[src/rtl/reset_ctrl.sv]
// Global reset sequencer: merges POR, software and external-pin resets, stretches and
// handshakes with every domain's synchronized reset. Define RESET_DEBOUNCE_EN to debounce ext_reset_n.
module reset_ctrl #(
  parameter int NUM_DOMAINS       = 2,
  parameter int MIN_ASSERT_CYCLES = 16,
  parameter int ACK_TIMEOUT       = 1024,
  parameter int DEBOUNCE_CYCLES   = 1000
) (
  input  logic                   clk,
  input  logic                   areset,
  input  logic                   sw_reset_req,
  input  logic                   ext_reset_n,
  input  logic [NUM_DOMAINS-1:0] dom_reset,
  output logic                   reset_out,
  output logic                   reset_busy,
  output logic [1:0]             reset_cause,
  output logic                   timeout_err
);

  localparam int CNT_MAX_A = (MIN_ASSERT_CYCLES > ACK_TIMEOUT) ? MIN_ASSERT_CYCLES : ACK_TIMEOUT;
  localparam int CNT_MAX   = (CNT_MAX_A > DEBOUNCE_CYCLES) ? CNT_MAX_A : DEBOUNCE_CYCLES;
  localparam int CW        = $clog2(CNT_MAX + 1);

  localparam logic [CW-1:0] MIN_TC = CW'(MIN_ASSERT_CYCLES - 1);
  localparam logic [CW-1:0] ACK_TC = CW'(ACK_TIMEOUT - 1);

  localparam logic [1:0] ST_RUN         = 2'd0;
  localparam logic [1:0] ST_ASSERT      = 2'd1;
  localparam logic [1:0] ST_WAIT_ASSERT = 2'd2;
  localparam logic [1:0] ST_RELEASE     = 2'd3;

  localparam logic [1:0] CAUSE_POR = 2'b00;
  localparam logic [1:0] CAUSE_EXT = 2'b01;
  localparam logic [1:0] CAUSE_SW  = 2'b10;

  logic [1:0]             ext_sync_q, ext_sync_d;
  logic [NUM_DOMAINS-1:0] dom_meta_q, dom_meta_d;
  logic [NUM_DOMAINS-1:0] dom_s_q, dom_s_d;
  logic                   ext_rst_s;
  logic                   ext_act;

  logic [1:0]    state_q, state_d;
  logic [CW-1:0] cnt_q, cnt_d;
  logic          rout_q, rout_d;
  logic          busy_q, busy_d;
  logic [1:0]    cause_q, cause_d;
  logic          terr_q, terr_d;

  // Synchronizers come out of reset in the asserted state.
  always_comb begin
    ext_sync_d = {ext_sync_q[0], ~ext_reset_n};
    dom_meta_d = dom_reset;
    dom_s_d    = dom_meta_q;
  end

  always_ff @(posedge clk or posedge areset) begin
    if (areset) begin
      ext_sync_q <= 2'b11;
      dom_meta_q <= '1;
      dom_s_q    <= '1;
    end else begin
      ext_sync_q <= ext_sync_d;
      dom_meta_q <= dom_meta_d;
      dom_s_q    <= dom_s_d;
    end
  end

  assign ext_rst_s = ext_sync_q[1];

`ifdef RESET_DEBOUNCE_EN
  localparam logic [CW-1:0] DEB_TC = CW'(DEBOUNCE_CYCLES);

  logic [CW-1:0] deb_cnt_q, deb_cnt_d;

  // Saturating run-length of high samples; any low sample restarts it.
  always_comb begin
    deb_cnt_d = '0;
    if (ext_rst_s) begin
      deb_cnt_d = (deb_cnt_q == DEB_TC) ? deb_cnt_q : deb_cnt_q + CW'(1);
    end
  end

  always_ff @(posedge clk or posedge areset) begin
    if (areset) begin
      deb_cnt_q <= '0;
    end else begin
      deb_cnt_q <= deb_cnt_d;
    end
  end

  assign ext_act = (deb_cnt_q == DEB_TC);
`else
  assign ext_act = ext_rst_s;
`endif

  always_comb begin
    state_d = state_q;
    cnt_d   = cnt_q;
    rout_d  = rout_q;
    cause_d = cause_q;
    terr_d  = terr_q;
    case (state_q)
      ST_RUN: begin
        rout_d = 1'b0;
        if (ext_act) begin
          state_d = ST_ASSERT;
          cnt_d   = '0;
          rout_d  = 1'b1;
          cause_d = CAUSE_EXT;
        end else if (sw_reset_req) begin
          state_d = ST_ASSERT;
          cnt_d   = '0;
          rout_d  = 1'b1;
          cause_d = CAUSE_SW;
        end
      end
      ST_ASSERT: begin
        rout_d = 1'b1;
        if (cnt_q == MIN_TC) begin
          if (!ext_act) begin
            state_d = ST_WAIT_ASSERT;
            cnt_d   = '0;
          end
        end else begin
          cnt_d = cnt_q + CW'(1);
        end
      end
      ST_WAIT_ASSERT: begin
        rout_d = 1'b1;
        if (ext_act) begin
          state_d = ST_ASSERT;
          cnt_d   = '0;
          cause_d = CAUSE_EXT;
        end else if (&dom_s_q) begin
          state_d = ST_RELEASE;
          cnt_d   = '0;
          rout_d  = 1'b0;
        end else if (cnt_q == ACK_TC) begin
          state_d = ST_RELEASE;
          cnt_d   = '0;
          rout_d  = 1'b0;
          terr_d  = 1'b1;
        end else begin
          cnt_d = cnt_q + CW'(1);
        end
      end
      ST_RELEASE: begin
        rout_d = 1'b0;
        if (ext_act) begin
          state_d = ST_ASSERT;
          cnt_d   = '0;
          rout_d  = 1'b1;
          cause_d = CAUSE_EXT;
        end else if (~|dom_s_q) begin
          state_d = ST_RUN;
          cnt_d   = '0;
        end else if (cnt_q == ACK_TC) begin
          state_d = ST_RUN;
          cnt_d   = '0;
          terr_d  = 1'b1;
        end else begin
          cnt_d = cnt_q + CW'(1);
        end
      end
      default: begin
        state_d = ST_ASSERT;
        cnt_d   = '0;
        rout_d  = 1'b1;
      end
    endcase
    busy_d = (state_d != ST_RUN);
  end

  always_ff @(posedge clk or posedge areset) begin
    if (areset) begin
      state_q <= ST_ASSERT;
      cnt_q   <= '0;
      rout_q  <= 1'b1;
      busy_q  <= 1'b1;
      cause_q <= CAUSE_POR;
      terr_q  <= 1'b0;
    end else begin
      state_q <= state_d;
      cnt_q   <= cnt_d;
      rout_q  <= rout_d;
      busy_q  <= busy_d;
      cause_q <= cause_d;
      terr_q  <= terr_d;
    end
  end

  assign reset_out   = rout_q;
  assign reset_busy  = busy_q;
  assign reset_cause = cause_q;
  assign timeout_err = terr_q;

endmodule

[config.mk]
export PLATFORM = sky130hd
export DESIGN_NAME = reset_ctrl
export DESIGN_NICKNAME = d
export VERILOG_FILES = /design/src/rtl/reset_ctrl.sv
export SDC_FILE = /design/constraint.sdc
export NUM_CORES = 1
export LEC_CHECK = 0
export BUFFER_PORTS_ARGS = -buffer_cell sky130_fd_sc_hd__buf_2
export CAP_MARGIN = 40
export CORE_AREA = 10 10 70 72
export DETAILED_ROUTE_END_ITERATION = 10
export DIE_AREA = 0 0 80 82
export SLEW_MARGIN = 20
export SYNTH_ARGS = -nofsm -noshare
export SYNTH_HDL_FRONTEND = slang
export SYNTH_SLANG_ARGS = --single-unit
[constraint.sdc]
create_clock -name clk -period 2.15 [get_ports clk]
set_input_delay 0.1075 -clock clk [delete_from_list [all_inputs] [get_ports clk]]
set_output_delay 0.1075 -clock clk [all_outputs]
set_load 0.02 [all_outputs]
# Word-level counts from Yosys, hierarchy flattened
# Cells that the tools add are included.
[classes]
n_addsub = 1
eq_ne = 12
muxes = 38
n_bitwise = 1
n_reduce_logical = 10
[op_table]
columns = ["op", "count"]
rows = [
  ["$mux 11", 9],
  ["$pmux 11 s4", 1],
  ["$mux 2", 13],
  ["$add 11x1->11 const B", 1],
  ["$eq 11x10->1 const B", 1],
  ["$eq 11x4->1 const B", 1],
  ["$mux 1", 11],
  ["$ne 2x2->1 const B", 4],
  ["$pmux 2 s4", 1],
  ["$ne 3x3->1 const B", 2],
  ["$reduce_bool 2->1", 3],
  ["$reduce_and 5->1", 1],
  ["$eq 2x2->1 const B", 2],
  ["$pmux 1 s4", 1],
  ["$pmux 2 s2", 1],
  ["$reduce_and 2->1", 2],
  ["$reduce_or 2->1", 2],
  ["$reduce_and 3->1", 1],
  ["$eq 2x1->1 const B", 1],
  ["$logic_not 2->1", 1],
  ["$ne 2x1->1 const B", 1],
  ["$pmux 1 s2", 1],
  ["$not 1->1", 1],
]
[totals]
register_bits = 24
in_bits = 6

# Logic depth before layout (Yosys ltp)
# Gate-level depths: netlist of run 1.
[logic_depth]
word_depth = 6
mapped_depth = 6
depth_no_buf = 6

# Least setup slack after synthesis of run 1
# OpenSTA, ideal clock, no wires.
[synth_timing]
path_kind = "register -> register"
from = "register cnt_q[0]"
to = "register busy_q (netlist: reset_busy)"
arrival_ps = 1672
t_required_ps = 2068
setup_slack_ps = 396
stages_incl_launch_ff = 7
n_path_buf = 0
synth_period_minus_slack_ps = 1754
path_cell_list = "dfrtp_1 ha_1 nand4_2 nor4_4 nor3_1 o31a_1 or2_1"
[synth_between]
elab_chain_len = 6
[synth_lines]
columns = ["element", "line_no", "text"]
rows = [
  ["start, declared", "43", "logic [CW-1:0] cnt_q, cnt_d;"],
  ["start signal, assigned", "184", "cnt_q <= cnt_d;"],
  ["$eq 11x10->1", "138, 157", ""],
  ["$mux 2 (on tied branches)", "157, 138", ""],
  ["$mux 2 (on tied branches)", "154, 134", ""],
  ["$mux 2 (on tied branches)", "149, 130", ""],
  ["$pmux 2 s4 (*)", "102", "case (state_q)"],
  ["named net state_d[0]", "42", "logic [1:0] state_q, state_d;"],
  ["$reduce_bool 2->1 (*)", "171", "busy_d = (state_d != ST_RUN);"],
  ["named net busy_d", "45", "logic busy_q, busy_d;"],
  ["end signal, assigned", "186", "busy_q <= busy_d;"],
  ["end, declared", "45", ""],
]
# The timed path passes the listed nets; every way through them passes the cells marked *.
# A chain may end at the register's enable or synchronous reset.

# Final worst setup path of run 1
[layout_timing]
from = "register cnt_q[1]"
to = "register busy_q (netlist: reset_busy)"
# Same word-level chain as after synthesis.

==> flow_metrics.py, run 1 <==
metrics = {
    "placed_design": {
        "pre_cts_slack_ns": 0.147,
        "gp_congestion": 0.812,
        "placed_cell_area_mm2": 0.00131,
        "placedCellCount": 181,
        "hpwlAfterDp_um": 1670,
        "port_buffers": 10,
    },
    "die": {
        "dieArea_mm2": 0.00656,
        "initial_core_util": 0.331,
        "num_io_pins": 11,
        "core_area_mm2": 0.00358,
        "rows": 22,
        "die_h_um": 82,
        "die_w_um": 80,
    },
    "route": {
        "viasPerCell": 4.88,
        "drtPass1Iterations": 4,
        "wirelength_um": 2360,
        "vias": 922,
        "avgRoutedWirePerCell_um": 12.5,
        "drtAntennaViolNets": 0,
        "drtIter0Drc": 73,
        "drc": 0,
    },
    "setup_path": {
        "cpMaxStageDelayCell": "dfrtp_1",
        "critPathRequiredTime_ns": 2.41,
        "crit_path_start_kind": "flop",
        "crit_chain": "ha_1, nand4_2, nor4_4, nor3_1, o31a_1, or2_1",
        "cpPeakStageDelay_ns": 0.45,
        "crit_arrival_ns": 2.23,
        "endpoint_kind": "flop",
        "cp_max_fo": 6,
        "critPathKind": "reg2reg",
    },
    "synth": {
        "synthTopCellsByCount": "18 x nor2_1, 15 x dfrtp_1, 13 x nand2_1",
        "yosysMostFrequentCell": "nor2_1",
        "synthCells": 123,
        "synth_top_area_cell": "dfrtp_1",
        "synth_ff_type": "dfrtp_1",
        "synthTopCellsByArea": "dfrtp_1 32%, dfstp_2 20%, nor2_1 5.7%",
        "synthDistinctLibCells": 37,
        "postSynthNetCount": 130,
        "ys_ff_latch": 24,
        "synth_edf_count": 0,
        "synth_top_area_share": 0.317,
        "syn_avg_cell_area_um2": 9.63,
        "async_flop_share": 1.00,
        "ys_seq_area_frac": 0.516,
        "synth_area_mm2": 0.00118,
        "synth_warnings": 0,
    },
    "finish": {
        "drive_gt1_frac": 0.213,
        "finish.utilization": 0.389,
        "finalInstanceArea_mm2": 0.00139,
        "antenna_cells": 0,
        "fin_nets": 149,
        "syn_to_final_growth_pct": 17.4,
        "fin_cells": 189,
    },
    "clock_network": {
        "clk_pin_slew_ns": 0.13,
        "clk_latency_ns": 0.32,
        "cts_tree": "yes",
        "clockBufferDepth": 2,
        "htree_num_levels": 1,
        "clock-root-buffer": "clkbuf_4",
        "cts_buffers": 3,
        "cts.sinks": 24,
        "postCtsSetupBuffers": 0,
    },
    "timing": {
        "slew_headroom": 0.681,
        "slew_viol_final": 0,
        "setup_violations": 0,
        "setup_slack_ns": 0.183,
        "fmax_mhz": 509,
        "min_period_ns": 1.97,
        "finalCritPeriodShare": 0.915,
        "worst_pin_slew_ns": 0.478,
        "setup_tns_ns": 0,
        "whs_ns": 0.134,
        "hold_viol_final": 0,
        "clock_skew_ns": 0.00533,
        "rsz0062_at_grt": "no",
    },
    "global_route": {
        "antenna_found_initial": 0,
        "grt_max_degree": 14,
        "grt_use_total": 0.0771,
        "grt-ovfl-total": 0,
        "grt_pass1_vias": 910,
        "grt_pass1_wl_um": 4060,
    },
    "pwr": {
        "power.static_leakage_nw": 0.625,
        "peakVddDrop_mv": 0.534,
        "fin_total_pwr_mw": 1.37,
        "power.density_mw_per_mm2": 986,
    },
    "flow_run": {
        "drv_cap": 0,
    },
    "outcome": {
        "outcome": "completed",
    },
    "hold_path": {
        "min_path_type": "in2reg",
    },
}
-- critical path: cells and delay by family (launching register included) --
kind,cells,cell delay [ns]
AOI/OAI and AO/OA,1,0.26
adders and majority gates,1,0.27
DFF,1,0.45
and+or+nand+nor,4,0.93
-- path summary, 6_finish.rpt --
check	end	depth (start not counted)	start	slack, ns
setup / recovery	reset_busy	6	cnt_q[1]	0.18
hold / removal	reset_cause[1]	3	sw_reset_req	0.13
setup reg to reg	reset_busy	6	cnt_q[1]	0.18
hold reg to reg	ext_sync_q[1]	0	ext_sync_q[0]	0.36
max in group asynchronous	reset_busy	4	areset	1.29
min in group asynchronous	cnt_q[5]	3	areset	0.32
-- final cells by class --
class                           count  area, um2
Fill cell                         372       2190
Sequential cell                    24        612
Multi-Input combinational cell     93        559
Timing Repair Buffer               15        105
Tap cell                           48       60.1
Clock buffer                        4       36.3
Inverter                            5       18.8
-- cells by family (layout without fill, tap and decap cells) --
| kind of cell | after synthesis | count (layout) | synth area share |
|---|---|---|---|
| AND/OR/NAND/NOR | 66 | 66 | 0.307 |
| flip-flops | 24 | 24 | 0.516 |
| AO/OA/AOI/OAI | 21 | 21 | 0.110 |
| buffers and inverters | 6 | 24 | 0.0190 |
| XOR/XNOR | 5 | 5 | 0.0370 |
| adder cells (fa/ha/maj) | 1 | 1 | 0.0106 |
-- power by group --
group,switching (mW),leakage [nW],internal (mW)
combinational,0.236,0.315,0.195
sequential,0.139,0.290,0.562
clock,0.137,0.0210,0.104
-- layout by cell type (no fill, tap or decap), types with 3 or more instances in the layout --
cell type / synthesis / final
buf_2: 0 / 10
and3_1: 3 / 3
xor2_1: 5 / 5
nand2_1: 13 / 13
a21oi_1: 6 / 6
a31oi_1: 3 / 3
clkbuf_4: 0 / 3
dfrtp_1: 15 / 15
nor2_1: 18 / 17
dlygate4sd3_1: 0 / 4
inv_1: 5 / 5
nor3_1: 3 / 3
o21ai_0: 5 / 5
nand3_1: 8 / 8
nand2b_1: 3 / 3
dfstp_2: 9 / 9
-- repair_timing --
action                     4_1_cts  5_1_grt
setup endpoints to repair        0        3
hold endpoints to repair        14        0
hold buffers                     4        0
gates resized for setup          0        2
-- state kept, by name, indices dropped and copies added (netlist names) --
register     cells
reset_busy       1
cnt_q           11
reset_cause      2
reset_out        1
dom_meta_q       2
timeout_err      1
dom_s_q          2
ext_sync_q       2
state_q          2
-- routing by layer --
layer | vias to the layer above | global-route usage | wire length [um]
met5 | - | 0 | 0
met4 | 0 | 0.0458 | 42
met3 | 4 | 0.0197 | 91
met2 | 14 | 0.117 | 1040
met1 | 438 | 0.0967 | 1190
li1 | 466 | - | -
Power figures use the tool's default switching activity.
==> run 2: changes to the inputs <==
==> constraint.sdc (replaced) <==
create_clock -name clk -period 2 [get_ports clk]
set_input_delay 0.1 -clock clk [delete_from_list [all_inputs] [get_ports clk]]
set_output_delay 0.1 -clock clk [all_outputs]
set_load 0.02 [all_outputs]
==> flow_metrics.py, run 2 (synthesis results as in run 1) <==
metrics = {
    "outcome": {
        "outcome": "completed",
    },
    "clock_network": {
        "postCtsSetupBuffers": 0,
        "clk_latency_ns": 0.33,
        "htree_num_levels": 1,
        "clk_pin_slew_ns": 0.15,
        "cts_buffers": 3,
        "cts_tree": "yes",
        "cts.sinks": 24,
        "clockBufferDepth": 2,
        "clock-root-buffer": "clkbuf_4",
    },
    "placed_design": {
        "gp_congestion": 0.876,
        "placed_cell_area_mm2": 0.00135,
        "hpwlAfterDp_um": 1810,
        "port_buffers": 10,
    },
    "die": {
        "num_io_pins": 11,
        "die_w_um": 80,
        "core_area_mm2": 0.00358,
        "rows": 22,
        "initial_core_util": 0.331,
        "dieArea_mm2": 0.00656,
        "die_h_um": 82,
    },
    "timing": {
        "whs_ns": 0.0989,
        "rsz0062_at_grt": "no",
        "min_period_ns": 1.85,
        "setup_tns_ns": 0,
        "hold_viol_final": 0,
        "finalCritPeriodShare": 0.927,
        "clock_skew_ns": 0.0185,
        "fmax_mhz": 539,
        "slew_headroom": 0.715,
        "worst_pin_slew_ns": 0.425,
        "slew_viol_final": 0,
        "setup_violations": 0,
    },
    "hold_path": {
        "min_path_type": "in2reg",
        "min_path_cells": 3,
    },
    "setup_path": {
        "crit_arrival_ns": 2.13,
        "endpoint_kind": "flop",
        "critPathKind": "reg2reg",
        "cp_max_fo": 4,
        "crit_path_start_kind": "flop",
        "critPathRequiredTime_ns": 2.28,
        "rr_worst_depth": 5,
    },
    "global_route": {
        "grt_max_degree": 25,
        "grt_pass1_vias": 940,
        "grt_use_total": 0.0801,
        "grt_pass1_wl_um": 4280,
        "grt-ovfl-total": 0,
        "antenna_found_initial": 0,
    },
    "pwr": {
        "peakVddDrop_mv": 0.515,
        "power.density_mw_per_mm2": 1140,
        "fin_total_pwr_mw": 1.65,
        "power.static_leakage_nw": 0.664,
    },
    "route": {
        "drtAntennaViolNets": 0,
        "avgRoutedWirePerCell_um": 13.1,
        "vias": 974,
        "wirelength_um": 2570,
        "viasPerCell": 4.97,
        "drtIter0Drc": 57,
        "drc": 0,
        "drtPass1Iterations": 4,
    },
    "finish": {
        "finalInstanceArea_mm2": 0.00145,
        "antenna_cells": 0,
        "largest_reg_flops": 11,
        "top_register": "cnt_q",
        "syn_to_final_growth_pct": 22.4,
        "mostFrequentLayoutCells": "18 x nor2_1, 15 x dfrtp_1, 13 x nand2_1",
        "final_common_cell": "nor2_1",
        "drive_gt1_frac": 0.243,
        "fin_nets": 156,
    },
    "flow_run": {
        "drv_cap": 0,
    },
}
==> run 2: routing by layer <==
layer | track usage | up-vias | share of wire
met4 | 0.0475 | 0 | 0.020
li1 | - | 483 | -
met1 | 0.108 | 463 | 0.51
met5 | 0 | - | 0
met3 | 0.0153 | 7 | 0.031
met2 | 0.116 | 21 | 0.44
==> run 2: through the flow <==
stage / util / cells / setup slack [ns]
after global placement: 0.378 / 188 / 0.194
final: 0.405 / 196 / 0.146
after global routing: 0.405 / 196 / 0.0329
after detailed placement: 0.378 / 188 / 0.126
after CTS: 0.403 / 196 / 0.0975
after floorplan: - / 123 / 0.246
==> run 2: worst paths after layout <==
kind / end / slack (ns) / startpoint
min reg2reg: dom_s_q[0] / 0.37 / dom_meta_q[0]
max: reset_busy / 0.15 / cnt_q[10]
max in group asynchronous: reset_out / 1.37 / areset
max reg2reg: reset_busy / 0.15 / cnt_q[10]
min: reset_cause[1] / 0.1 / sw_reset_req
min in group asynchronous: cnt_q[9] / 0.32 / areset
==> run 2: final cells by class <==
cell class                 instances  area (um2)
clock inverter                     1        30.0
multi-input combinational         93         557
timing repair buffer              22         150
sequential                        24         612
tap                               48        60.1
inverter                           5        18.8
fill                             371        2130
clock buffer                       3        22.5
==> run 2: repair_timing <==
action	4_1_cts	5_1_grt
resized for setup	0	1
endpoints found under the hold margin	18	0
hold buffers	4	0
setup endpoints to repair	0	6
==> run 2: worst max-delay path, stage by stage, from the launching register on <==
cell and delay [ns]:
dfrtp_1 0.48, nor4_2 0.34, and3_1 0.30, a31oi_1 0.12
o31a_1 0.33, or2_1 0.23
==> run 2: report_power, final <==
part	switching, mW	internal (mW)	leakage, nW
sequential	0.121	0.603	0.290
combinational	0.304	0.265	0.347
clock	0.154	0.203	0.0279
==> run 3: changes to the inputs <==
==> config.mk (replaced) <==
export PLATFORM = sky130hd
export DESIGN_NAME = reset_ctrl
export DESIGN_NICKNAME = d
export VERILOG_FILES = /design/src/rtl/reset_ctrl.sv
export SDC_FILE = /design/constraint.sdc
export NUM_CORES = 1
export LEC_CHECK = 0
export BUFFER_PORTS_ARGS = -buffer_cell sky130_fd_sc_hd__clkbuf_2
export CAP_MARGIN = 40
export CORE_AREA = 10 10 66 68
export CTS_BUF_LIST = sky130_fd_sc_hd__clkbuf_4 sky130_fd_sc_hd__clkbuf_8
export DETAILED_ROUTE_END_ITERATION = 10
export DIE_AREA = 0 0 76 78
export SLEW_MARGIN = 20
export SYNTH_ARGS = -nofsm -noshare
export SYNTH_HDL_FRONTEND = slang
export SYNTH_SLANG_ARGS = --single-unit
==> flow_metrics.py, run 3 (synthesis results as in run 1) <==
metrics = {
    "outcome": {
        "outcome": "completed",
    },
    "timing": {
        "min_period_ns": 1.87,
        "setup_tns_ns": 0,
        "rsz0062_at_grt": "no",
        "slew_viol_final": 0,
        "worst_pin_slew_ns": 0.357,
        "slew_headroom": 0.760,
        "setup_violations": 0,
        "fmax_mhz": 534,
        "hold_viol_final": 0,
        "finalCritPeriodShare": 0.937,
        "clock_skew_ns": 0.00105,
        "whs_ns": 0.0987,
    },
    "die": {
        "die_h_um": 78,
        "num_io_pins": 11,
        "dieArea_mm2": 0.00593,
        "core_area_mm2": 0.00318,
        "initial_core_util": 0.373,
        "rows": 21,
        "die_w_um": 76,
    },
    "finish": {
        "final_common_cell": "nor2_1",
        "antenna_cells": 0,
        "mostFrequentLayoutCells": "18 x nor2_1, 15 x dfrtp_1, 13 x nand2_1",
        "finish.utilization": 0.455,
        "fin_nets": 156,
        "syn_to_final_growth_pct": 22.2,
        "largest_reg_flops": 11,
        "fill_cells": 292,
        "top_register": "cnt_q",
        "drive_gt1_frac": 0.243,
    },
    "pwr": {
        "fin_total_pwr_mw": 1.63,
        "power.density_mw_per_mm2": 1130,
        "power.static_leakage_nw": 0.668,
        "peakVddDrop_mv": 0.384,
    },
    "clock_network": {
        "clock-root-buffer": "clkbuf_4",
        "clk_latency_ns": 0.32,
        "clockBufferDepth": 2,
        "cts.sinks": 24,
        "htree_num_levels": 1,
        "clk_pin_slew_ns": 0.13,
        "cts_tree": "yes",
        "cts_buffers": 3,
    },
    "route": {
        "drtIter0Drc": 54,
        "drtAntennaViolNets": 0,
        "wirelength_um": 2450,
        "vias": 981,
        "drc": 0,
        "viasPerCell": 5.06,
        "avgRoutedWirePerCell_um": 12.6,
        "drtPass1Iterations": 4,
    },
    "global_route": {
        "grt_pass1_vias": 984,
        "antenna_found_initial": 0,
        "grt-ovfl-total": 0,
        "grt_pass1_wl_um": 4400,
        "grt_max_degree": 23,
        "grt_use_total": 0.0880,
    },
    "setup_path": {
        "crit_path_start_kind": "flop",
        "cpMaxStageDelayCell": "dfrtp_1",
        "crit_arrival_ns": 2.15,
        "cp_max_fo": 5,
        "endpoint_kind": "flop",
        "cpPeakStageDelay_ns": 0.42,
        "critPathKind": "reg2reg",
        "crit_chain": "ha_1, nand4_2, nor4_4, buf_4, or3_1, a311oi_1, or2_1",
        "critPathRequiredTime_ns": 2.28,
    },
    "placed_design": {
        "gp_congestion": 0.841,
        "port_buffers": 10,
        "hpwlAfterDp_um": 1760,
    },
    "hold_path": {
        "min_path_type": "in2reg",
    },
    "flow_run": {
        "drv_cap": 0,
    },
}
[run 3: cell types whose count changed in the layout (fill, tap and decap cells not counted), sizes merged]
cell,before,now
buf,18,8
clkbuf,3,13
[run 3: repair_timing]
action / 4_1_cts / 5_1_grt
gates resized for setup: 0 / 1
hold endpoints to repair: 20 / 0
hold buffers: 4 / 0
buffers inserted: 0 / 0
setup endpoints to repair: 0 / 3
[run 3: stage by stage]
step	cells	cell area, um2	worst slack, ns
6_report	194	1450	0.126
5_1_grt	194	1450	0.0175
4_1_cts	194	1440	0.0656
3_5_place_dp	186	1350	0.123
3_3_place_gp	186	1350	0.157
2_1_floorplan	123	1180	0.246
[run 3: cell type report]
| type | instances | area (um2) | share of cell area |
|---|---|---|---|
| sequential | 24 | 612 | 0.423 |
| multi-input combinational | 93 | 557 | 0.385 |
| timing repair buffer | 22 | 150 | 0.104 |
| tap | 46 | 57.6 | 0.0398 |
| clock inverter | 1 | 30.0 | 0.0207 |
| clock buffer | 3 | 22.5 | 0.0156 |
| inverter | 5 | 18.8 | 0.0130 |
[run 3: routing by layer]
| metal | share of wire | global-route usage |
|---|---|---|
| met5 | 0 | 0 |
| met3 | 0.026 | 0.0115 |
| met1 | 0.44 | 0.0994 |
| met2 | 0.51 | 0.153 |
| met4 | 0.027 | 0.0568 |
[run 3: final timing paths]
path | startpoint | depth (start not counted) | endpoint | slack, ns
worst max-delay path | cnt_q[0] | 7 | reset_busy | 0.13
min in group asynchronous | areset | 3 | dom_meta_q[0] | 0.34
max in group asynchronous | areset | 4 | reset_busy | 1.32
worst min register to register | dom_meta_q[0] | 0 | dom_s_q[0] | 0.37
worst min-delay path | sw_reset_req | 3 | reset_cause[1] | 0.1
worst max register to register | cnt_q[0] | 7 | reset_busy | 0.13
[run 3: critical path: cells and delay by family, from the launching register on]
| family | cells | cell delay [ns] |
|---|---|---|
| buf+inv | 1 | 0.14 |
| flops | 1 | 0.42 |
| simple gates | 4 | 0.70 |
| compound gates | 1 | 0.31 |
| fa+ha+maj | 1 | 0.26 |
[run 3: where the power goes]
group,switching [mW],internal (mW)
Sequential,0.122,0.603
Combinational,0.297,0.255
Clock,0.153,0.203
Total,0.572,1.06
